File: src/rtl/cv32e40p_x_coproc_pkg.sv
// Shared types and decode helper for the custom-0 offload coprocessor.
package cv32e40p_x_coproc_pkg;

    localparam logic [6:0] OPCODE_CUSTOM0 = 7'b0001011;

    typedef enum logic [2:0] {
        OpAdd  = 3'd0,
        OpSub  = 3'd1,
        OpMin  = 3'd2,
        OpMaxu = 3'd3,
        OpXor  = 3'd4
    } op_e;

    typedef enum logic [1:0] {
        EntPending   = 2'd0,
        EntCommitted = 2'd1,
        EntKilled    = 2'd2
    } entry_state_e;

    typedef struct packed {
        logic [3:0]   id;
        op_e          op;
        logic [4:0]   rd;
        logic         we;
        logic [31:0]  rs0;
        logic [31:0]  rs1;
        entry_state_e state;
    } entry_t;

    typedef enum logic [1:0] {
        FsmIdle   = 2'd0,
        FsmExec   = 2'd1,
        FsmResult = 2'd2
    } fsm_state_e;

    typedef struct packed {
        logic legal;
        op_e  op;
    } dec_t;

    // Legal only for custom-0 with funct7 == 0 and one of the five funct3 codes.
    function automatic dec_t decode_instr(input logic [6:0] opcode,
                                          input logic [2:0] funct3,
                                          input logic [6:0] funct7);
        dec_t d;
        d.legal = 1'b0;
        d.op    = OpAdd;
        if ((opcode == OPCODE_CUSTOM0) && (funct7 == 7'd0)) begin
            d.legal = 1'b1;
            case (funct3)
                3'b000:  d.op = OpAdd;
                3'b001:  d.op = OpSub;
                3'b010:  d.op = OpMin;
                3'b011:  d.op = OpMaxu;
                3'b100:  d.op = OpXor;
                default: d.legal = 1'b0;
            endcase
        end
        return d;
    endfunction

endpackage

File: src/rtl/cv32e40p_x_coproc_if.sv
// CORE-V-XIF issue/commit/result channel bundle between core (master) and coprocessor (slave).
interface cv32e40p_x_coproc_if;

    logic             x_issue_valid;
    logic             x_issue_ready;
    logic [31:0]      x_issue_req_instr;
    logic [3:0]       x_issue_req_id;
    logic [2:0][31:0] x_issue_req_rs;
    logic [2:0]       x_issue_req_rs_valid;
    logic             x_issue_resp_accept;
    logic             x_issue_resp_writeback;
    logic             x_issue_resp_loadstore;

    logic             x_commit_valid;
    logic [3:0]       x_commit_id;
    logic             x_commit_kill;

    logic             x_result_valid;
    logic             x_result_ready;
    logic [3:0]       x_result_id;
    logic [31:0]      x_result_data;
    logic [4:0]       x_result_rd;
    logic             x_result_we;

    modport master (
        output x_issue_valid, x_issue_req_instr, x_issue_req_id, x_issue_req_rs,
               x_issue_req_rs_valid,
        input  x_issue_ready, x_issue_resp_accept, x_issue_resp_writeback,
               x_issue_resp_loadstore,
        output x_commit_valid, x_commit_id, x_commit_kill,
        input  x_result_valid, x_result_id, x_result_data, x_result_rd, x_result_we,
        output x_result_ready
    );

    modport slave (
        input  x_issue_valid, x_issue_req_instr, x_issue_req_id, x_issue_req_rs,
               x_issue_req_rs_valid,
        output x_issue_ready, x_issue_resp_accept, x_issue_resp_writeback,
               x_issue_resp_loadstore,
        input  x_commit_valid, x_commit_id, x_commit_kill,
        output x_result_valid, x_result_id, x_result_data, x_result_rd, x_result_we,
        input  x_result_ready
    );

endinterface

File: src/rtl/cv32e40p_x_coproc_alu.sv
// Combinational integer unit for the offloaded custom-0 operations.
module cv32e40p_x_coproc_alu
    import cv32e40p_x_coproc_pkg::*;
(
    input  op_e         op_i,
    input  logic [31:0] a_i,
    input  logic [31:0] b_i,
    output logic [31:0] result_o
);

    // Select the operation; add/sub wrap naturally at 32 bits.
    always_comb begin
        result_o = '0;
        unique case (op_i)
            OpAdd:   result_o = a_i + b_i;
            OpSub:   result_o = a_i - b_i;
            OpMin:   result_o = ($signed(a_i) < $signed(b_i)) ? a_i : b_i;
            OpMaxu:  result_o = (a_i > b_i) ? a_i : b_i;
            OpXor:   result_o = a_i ^ b_i;
            default: result_o = '0;
        endcase
    end

endmodule

File: src/rtl/cv32e40p_x_coproc.sv
// Coprocessor responder: decodes offloaded custom-0 instructions, buffers them in order
// until commit/kill, then executes committed ones with fixed latency and returns results.
module cv32e40p_x_coproc
    import cv32e40p_x_coproc_pkg::*;
#(
    parameter int unsigned DEPTH   = 4,
    parameter int unsigned LATENCY = 2
) (
    input  logic                 clk_i,
    input  logic                 rst_ni,
    cv32e40p_x_coproc_if.slave   xif,
    output logic                 busy_o
);

    localparam int unsigned PtrW = (DEPTH > 1) ? $clog2(DEPTH) : 1;
    localparam int unsigned CntW = (LATENCY > 1) ? $clog2(LATENCY) : 1;
    localparam logic [PtrW:0]   FullCnt   = (PtrW + 1)'(DEPTH);
    localparam logic [PtrW:0]   CntOne    = 1;
    localparam logic [PtrW-1:0] PtrOne    = 1;
    localparam logic [CntW-1:0] LaunchCnt = CntW'(LATENCY - 1);
    localparam logic [CntW-1:0] DecOne    = 1;

    entry_t          buf_q [DEPTH];
    entry_t          buf_d [DEPTH];
    logic [PtrW-1:0] head_q, head_d;
    logic [PtrW-1:0] tail_q, tail_d;
    logic [PtrW:0]   count_q, count_d;
    fsm_state_e      fsm_q, fsm_d;
    logic [CntW-1:0] cnt_q, cnt_d;

    logic            issue_ready;
    logic            handshake;
    logic            push;
    logic            pop;
    dec_t            dec;
    entry_t          head_e;
    entry_state_e    new_state;
    logic [PtrW-1:0] rel [DEPTH];
    logic [DEPTH-1:0] live;
    logic [31:0]     alu_res;
    logic            result_valid;

    // rs1/rs2 register fields and the third operand slot carry nothing this unit needs.
    logic unused_bits;
    assign unused_bits = ^{xif.x_issue_req_instr[24:15], xif.x_issue_req_rs[2],
                           xif.x_issue_req_rs_valid[2]};

    assign dec = decode_instr(xif.x_issue_req_instr[6:0], xif.x_issue_req_instr[14:12],
                              xif.x_issue_req_instr[31:25]);

    // Ready never looks at pop, so a full buffer stays closed even while draining.
    assign issue_ready = (count_q != FullCnt) & xif.x_issue_req_rs_valid[0]
                         & xif.x_issue_req_rs_valid[1];
    assign handshake   = xif.x_issue_valid & issue_ready;
    assign push        = handshake & dec.legal;

    assign xif.x_issue_ready          = issue_ready;
    assign xif.x_issue_resp_accept    = push;
    assign xif.x_issue_resp_writeback = push & (xif.x_issue_req_instr[11:7] != 5'd0);
    assign xif.x_issue_resp_loadstore = 1'b0;

    assign head_e = buf_q[head_q];

    // Mark which slots hold live entries (relative offset from head below count).
    always_comb begin
        for (int unsigned i = 0; i < DEPTH; i++) begin
            rel[i]  = PtrW'(i) - head_q;
            live[i] = ({1'b0, rel[i]} < count_q);
        end
    end

    // Buffer next state: commit/kill search, tail push, head pop and occupancy.
    always_comb begin
        buf_d     = buf_q;
        head_d    = head_q;
        tail_d    = tail_q;
        count_d   = count_q;
        new_state = EntPending;

        if (xif.x_commit_valid) begin
            for (int unsigned i = 0; i < DEPTH; i++) begin
                if (live[i] && (buf_q[i].id == xif.x_commit_id)
                    && (buf_q[i].state == EntPending)) begin
                    buf_d[i].state = xif.x_commit_kill ? EntKilled : EntCommitted;
                end
            end
        end

        // A commit for the instruction being issued lands on the new entry directly.
        if (xif.x_commit_valid && (xif.x_commit_id == xif.x_issue_req_id)) begin
            new_state = xif.x_commit_kill ? EntKilled : EntCommitted;
        end

        if (push) begin
            buf_d[tail_q].id    = xif.x_issue_req_id;
            buf_d[tail_q].op    = dec.op;
            buf_d[tail_q].rd    = xif.x_issue_req_instr[11:7];
            buf_d[tail_q].we    = (xif.x_issue_req_instr[11:7] != 5'd0);
            buf_d[tail_q].rs0   = xif.x_issue_req_rs[0];
            buf_d[tail_q].rs1   = xif.x_issue_req_rs[1];
            buf_d[tail_q].state = new_state;
            tail_d              = tail_q + PtrOne;
        end

        if (pop) begin
            head_d = head_q + PtrOne;
        end

        case ({push, pop})
            2'b10:   count_d = count_q + CntOne;
            2'b01:   count_d = count_q - CntOne;
            default: count_d = count_q;
        endcase
    end

    // Execution FSM: drop killed heads, launch committed ones, hold result until accepted.
    always_comb begin
        fsm_d = fsm_q;
        cnt_d = cnt_q;
        pop   = 1'b0;
        unique case (fsm_q)
            FsmIdle: begin
                if (count_q != '0) begin
                    if (head_e.state == EntKilled) begin
                        pop = 1'b1;
                    end else if (head_e.state == EntCommitted) begin
                        if (LATENCY == 1) begin
                            fsm_d = FsmResult;
                        end else begin
                            fsm_d = FsmExec;
                            cnt_d = LaunchCnt;
                        end
                    end
                end
            end
            FsmExec: begin
                cnt_d = cnt_q - DecOne;
                if (cnt_d == '0) begin
                    fsm_d = FsmResult;
                end
            end
            FsmResult: begin
                if (xif.x_result_ready) begin
                    pop   = 1'b1;
                    fsm_d = FsmIdle;
                end
            end
            default: fsm_d = FsmIdle;
        endcase
    end

    cv32e40p_x_coproc_alu u_alu (
        .op_i     (head_e.op),
        .a_i      (head_e.rs0),
        .b_i      (head_e.rs1),
        .result_o (alu_res)
    );

    // Result payload is gated so the channel reads all-zero outside RESULT.
    always_comb begin
        result_valid        = (fsm_q == FsmResult);
        xif.x_result_valid  = result_valid;
        xif.x_result_data   = result_valid ? alu_res : '0;
        xif.x_result_id     = result_valid ? head_e.id : '0;
        xif.x_result_rd     = result_valid ? head_e.rd : '0;
        xif.x_result_we     = result_valid & head_e.we;
    end

    assign busy_o = (count_q != '0) | (fsm_q != FsmIdle);

    // State registers; reset drops buffered entries and any result in flight.
    always_ff @(posedge clk_i or negedge rst_ni) begin
        if (!rst_ni) begin
            for (int unsigned i = 0; i < DEPTH; i++) begin
                buf_q[i] <= '0;
            end
            head_q  <= '0;
            tail_q  <= '0;
            count_q <= '0;
            fsm_q   <= FsmIdle;
            cnt_q   <= '0;
        end else begin
            buf_q   <= buf_d;
            head_q  <= head_d;
            tail_q  <= tail_d;
            count_q <= count_d;
            fsm_q   <= fsm_d;
            cnt_q   <= cnt_d;
        end
    end

endmodule

File: src/flat_wrapper.sv
// flat-port wrapper written by rule: the top's interface ports become plain ports
module cv32e40p_x_coproc_flat import cv32e40p_x_coproc_pkg::*;
#(
    parameter int unsigned DEPTH   = 4,
    parameter int unsigned LATENCY = 2
)
  (clk_i, rst_ni, busy_o, xif_x_issue_valid, xif_x_issue_req_instr, xif_x_issue_req_id, xif_x_issue_req_rs, xif_x_issue_req_rs_valid, xif_x_issue_ready, xif_x_issue_resp_accept, xif_x_issue_resp_writeback, xif_x_issue_resp_loadstore, xif_x_commit_valid, xif_x_commit_id, xif_x_commit_kill, xif_x_result_valid, xif_x_result_id, xif_x_result_data, xif_x_result_rd, xif_x_result_we, xif_x_result_ready);
  cv32e40p_x_coproc_if xif_i ();
  input  logic clk_i;
  input  logic rst_ni;
  output logic busy_o;
  input wire logic [$bits(xif_i.x_issue_valid)-1:0] xif_x_issue_valid;
  input wire logic [$bits(xif_i.x_issue_req_instr)-1:0] xif_x_issue_req_instr;
  input wire logic [$bits(xif_i.x_issue_req_id)-1:0] xif_x_issue_req_id;
  input wire logic [$bits(xif_i.x_issue_req_rs)-1:0] xif_x_issue_req_rs;
  input wire logic [$bits(xif_i.x_issue_req_rs_valid)-1:0] xif_x_issue_req_rs_valid;
  output wire logic [$bits(xif_i.x_issue_ready)-1:0] xif_x_issue_ready;
  output wire logic [$bits(xif_i.x_issue_resp_accept)-1:0] xif_x_issue_resp_accept;
  output wire logic [$bits(xif_i.x_issue_resp_writeback)-1:0] xif_x_issue_resp_writeback;
  output wire logic [$bits(xif_i.x_issue_resp_loadstore)-1:0] xif_x_issue_resp_loadstore;
  input wire logic [$bits(xif_i.x_commit_valid)-1:0] xif_x_commit_valid;
  input wire logic [$bits(xif_i.x_commit_id)-1:0] xif_x_commit_id;
  input wire logic [$bits(xif_i.x_commit_kill)-1:0] xif_x_commit_kill;
  output wire logic [$bits(xif_i.x_result_valid)-1:0] xif_x_result_valid;
  output wire logic [$bits(xif_i.x_result_id)-1:0] xif_x_result_id;
  output wire logic [$bits(xif_i.x_result_data)-1:0] xif_x_result_data;
  output wire logic [$bits(xif_i.x_result_rd)-1:0] xif_x_result_rd;
  output wire logic [$bits(xif_i.x_result_we)-1:0] xif_x_result_we;
  input wire logic [$bits(xif_i.x_result_ready)-1:0] xif_x_result_ready;
  assign xif_i.x_issue_valid = xif_x_issue_valid;
  assign xif_i.x_issue_req_instr = xif_x_issue_req_instr;
  assign xif_i.x_issue_req_id = xif_x_issue_req_id;
  assign xif_i.x_issue_req_rs = xif_x_issue_req_rs;
  assign xif_i.x_issue_req_rs_valid = xif_x_issue_req_rs_valid;
  assign xif_x_issue_ready = xif_i.x_issue_ready;
  assign xif_x_issue_resp_accept = xif_i.x_issue_resp_accept;
  assign xif_x_issue_resp_writeback = xif_i.x_issue_resp_writeback;
  assign xif_x_issue_resp_loadstore = xif_i.x_issue_resp_loadstore;
  assign xif_i.x_commit_valid = xif_x_commit_valid;
  assign xif_i.x_commit_id = xif_x_commit_id;
  assign xif_i.x_commit_kill = xif_x_commit_kill;
  assign xif_x_result_valid = xif_i.x_result_valid;
  assign xif_x_result_id = xif_i.x_result_id;
  assign xif_x_result_data = xif_i.x_result_data;
  assign xif_x_result_rd = xif_i.x_result_rd;
  assign xif_x_result_we = xif_i.x_result_we;
  assign xif_i.x_result_ready = xif_x_result_ready;
  cv32e40p_x_coproc #(.DEPTH(DEPTH), .LATENCY(LATENCY)) u_core (.clk_i(clk_i), .rst_ni(rst_ni), .xif(xif_i), .busy_o(busy_o));
endmodule
File: config.mk
export PLATFORM = sky130hd
export DESIGN_NAME = cv32e40p_x_coproc_flat
export DESIGN_NICKNAME = d
export VERILOG_FILES = /design/src/rtl/cv32e40p_x_coproc_pkg.sv /design/src/rtl/cv32e40p_x_coproc_if.sv /design/src/rtl/cv32e40p_x_coproc_alu.sv /design/src/rtl/cv32e40p_x_coproc.sv /design/src/flat_wrapper.sv
export SDC_FILE = /design/constraint.sdc
export NUM_CORES = 1
export LEC_CHECK = 0
export BUFFER_PORTS_ARGS = -buffer_cell sky130_fd_sc_hd__clkbuf_2
export CORE_MARGIN = 5
export CORE_UTILIZATION = 60
export DETAILED_ROUTE_END_ITERATION = 10
export PLACE_DENSITY_LB_ADDON = 0.3
export SYNTH_ARGS = -nofsm -noshare
export SYNTH_HDL_FRONTEND = slang
export SYNTH_SLANG_ARGS = --single-unit
File: constraint.sdc
create_clock -name clk_i -period 10.6 [get_ports clk_i]
set_input_delay 0.53 -clock clk_i [delete_from_list [all_inputs] [get_ports clk_i]]
set_output_delay 0.53 -clock clk_i [all_outputs]
set_load 0.02 [all_outputs]
==> results.json <==
{
  "cts_tree": "built",
  "cts_sinks": 326,
  "antenna_found_initial": 2,
  "clock_latency_ns": 0.53,
  "crit_fanout": 46,
  "ys_seq_elements": 326,
  "avgSynthCellArea_sq_um": 11.5,
  "grt_util_met1_pct": 39.5,
  "clk_pin_slew_ns": 0.06,
  "cts_resized": 0,
  "fmax_mhz": 148,
  "outcome": "finished, final reports clean",
  "worstMarginPinSlew_ns": 1.16,
  "seq_area_sq_um": 8170,
  "async_flop_share_pct": 100,
  "fillers": 2307,
  "p_leak_nw": 10.4,
  "finalCriticalPeriod_ns": 6.77,
  "critPathArrivalTime_ns": 6.24,
  "fin_cells": 2188,
  "via_per_inst": 6.49,
  "track_usage_pct": 28.1,
  "timing_hold_violations_final": 0,
  "setup_viol": 0,
  "place_ws_ns": 4.50,
  "rsz0062_at_grt": "no",
  "num_vias": 14193,
  "grt_max_degree": 111,
  "synthCells": 1669,
  "rows": 65,
  "grt_pass1_vias": 14685,
  "power_density_nw_per_um2": 160,
  "first_iter_violations": 1093,
  "slew_viol_final": 0,
  "start_util_pct": 60.8,
  "worst-setup-path-type": "reg -> out",
  "skew_ns": 0.0141,
  "cts_buffers": 35,
  "drc": 0,
  "use_met3_pct": 5.58,
  "ys.warnings.count": 0,
  "critPathLaunchType": "flop",
  "totalPowerFinal_mw": 3.40,
  "die_w_um": 189,
  "portBuffers": 148,
  "die-area_sq_um": 35600,
  "ys_types": 80,
  "synthesis.nets": 1889,
  "relSlewSlack_pct": 22.5,
  "final_net_count": 1983,
  "ios": 193,
  "gp_congestion": 0.952,
  "finalCritPeriodShare_pct": 63.9,
  "postCtsSetupBuffers": 0,
  "dp.cells": 2128,
  "fp.dieH_um": 189,
  "syn_to_final_growth_pct": 10.7,
  "ir_drop_mv": 0.151,
  "tns_ns": 0,
  "antenna_left": 0,
  "met2_usage_pct": 45.5,
  "maxCapViolCount": 0,
  "grt_pass1_wl_mm": 80.3,
  "overflow": 0,
  "busiest_layer": "met2",
  "multiInputGateArea_sq_um": 10300,
  "required_ns": 10.07,
  "hp-class": "in -> async",
  "routed_wl_mm": 49.8,
  "yosysSeqAreaShare_pct": 42.6,
  "synth_edf_count": 0,
  "hpwl_mm": 34.1,
  "core-area_sq_um": 31600,
  "synthFlopType": "dfrtp_1",
  "clock_path_buffers": 3,
  "hold_buffers": 0,
  "holdWs_ns": 0.0327,
  "cts-root-buf": "clkbuf_16",
  "setup.worst_path.end_class": "output port",
  "drtPass1Iterations": 6,
  "setup_slack_ns": 3.83,
  "drive_gt1_share_pct": 34.6,
  "htreeDepth": 2,
  "synth_area_sq_um": 19200,
  "wl_per_cell_um": 22.8
}
[through the flow]
stage | util [%] | instance area [sq um]
final | 67.3 | 21200
after detailed placement | 63.8 | 20100
after CTS | 67.2 | 21200
after global placement | 63.8 | 20100
after global routing | 67.2 | 21200
after floorplan | - | 19200
[power by group]
part,internal (mW),leakage (nW),switching (mW),total [mW]
registers,1.28,4.52,0.0887,1.37
logic,0.309,5.33,0.548,0.857
clock network,0.674,0.528,0.504,1.18
[cell usage in the layout (no fill, tap or decap), drive strengths merged, types with 25 or more instances in the layout]
master and instances:
clkbuf 197, inv 78, o21ai 91, nor2 87, mux4 76, mux2 300
a21oi 101, dfrtp 326, nand2 73, nand3 25, ha 72
[synthesized netlist by cell type, types with 12 or more instances]
master    count  share of area [%]
nor2_1       87                1.7
dfrtp_1     326                 43
inv_1        76                1.5
o211ai_1     19               0.74
and2_1       14               0.46
xor2_1       21               0.96
buf_2        24               0.63
a21oi_1     101                2.6
o31ai_1      13               0.51
xnor2_1      16               0.73
nand2_1      72                1.4
mux2_2      300                 18
mux4_2       76                8.9
ha_1         72                4.7
nor3_1       20               0.52
a31oi_1      19               0.62
a22oi_1      12               0.47
nand3_1      25               0.65
a221oi_1     13               0.59
a211oi_1     20               0.78
o21ai_0      79                2.1
clkbuf_1     68                1.3
[cell families after synthesis]
logic type | Yosys count | share of synthesized area [%]
AO/OA/AOI/OAI | 370 | 12.5
XOR/XNOR | 37 | 1.69
adder cells (fa/ha/maj) | 75 | 5.01
buffers and inverters | 188 | 4.03
flip-flops | 326 | 42.6
multiplexers | 387 | 27.1
other | 1 | 0.0196
AND/OR/NAND/NOR | 285 | 7.05
[metal layers]
layer	part of all wire [%]	vias up
met5	0.14	-
met4	2.3	6
met3	7.5	102
met2	47	539
met1	43	7155
li1	-	6391
[worst max-delay path: stages (launching register included)]
cell       delay (ns)
dfrtp_4          0.92
buf_4            0.66
mux4_2           0.48
ha_1             0.27
fa_1             0.47
nor2b_1          0.21
o2111ai_1        0.19
and3_1           0.24
o211ai_1         0.24
a21oi_1          0.14
mux2i_1          0.18
nor2_4           0.77
a222oi_1         0.29
a21oi_1          0.36
clkbuf_2         0.24
[final cells by class]
cell class,instances,share of cell area [%]
repair buffers,167,4.21
inverters,78,1.38
clock inverters,9,0.501
multi-input cells,1155,48.4
clock buffers,50,4.63
diodes,1,0.0118
flip-flops and latches,326,38.5
well taps,402,2.37
[final timing paths]
kind                                                      end                          from  cells past startpoint  slack [ns]
max in group asynchronous          asynchronous set/reset pin                        rst_ni                      3        8.36
worst min register to register                           flop                          flop                      2        0.48
worst max register to register  u_core.count_q[2]$_DFFE_PN0P_  u_core.head_q[0]$_DFFE_PN0P_                     11        6.90
min in group clk_i                u_core.fsm_q[1]$_DFFE_PN0P_            xif_x_result_ready                      2        0.24
worst min-delay path               asynchronous set/reset pin                        rst_ni                      1        0.03
worst max-delay path                    xif_x_result_data[23]  u_core.head_q[1]$_DFFE_PN0P_                     14        3.83
No activity file was read; power rests on OpenSTA's default activity.
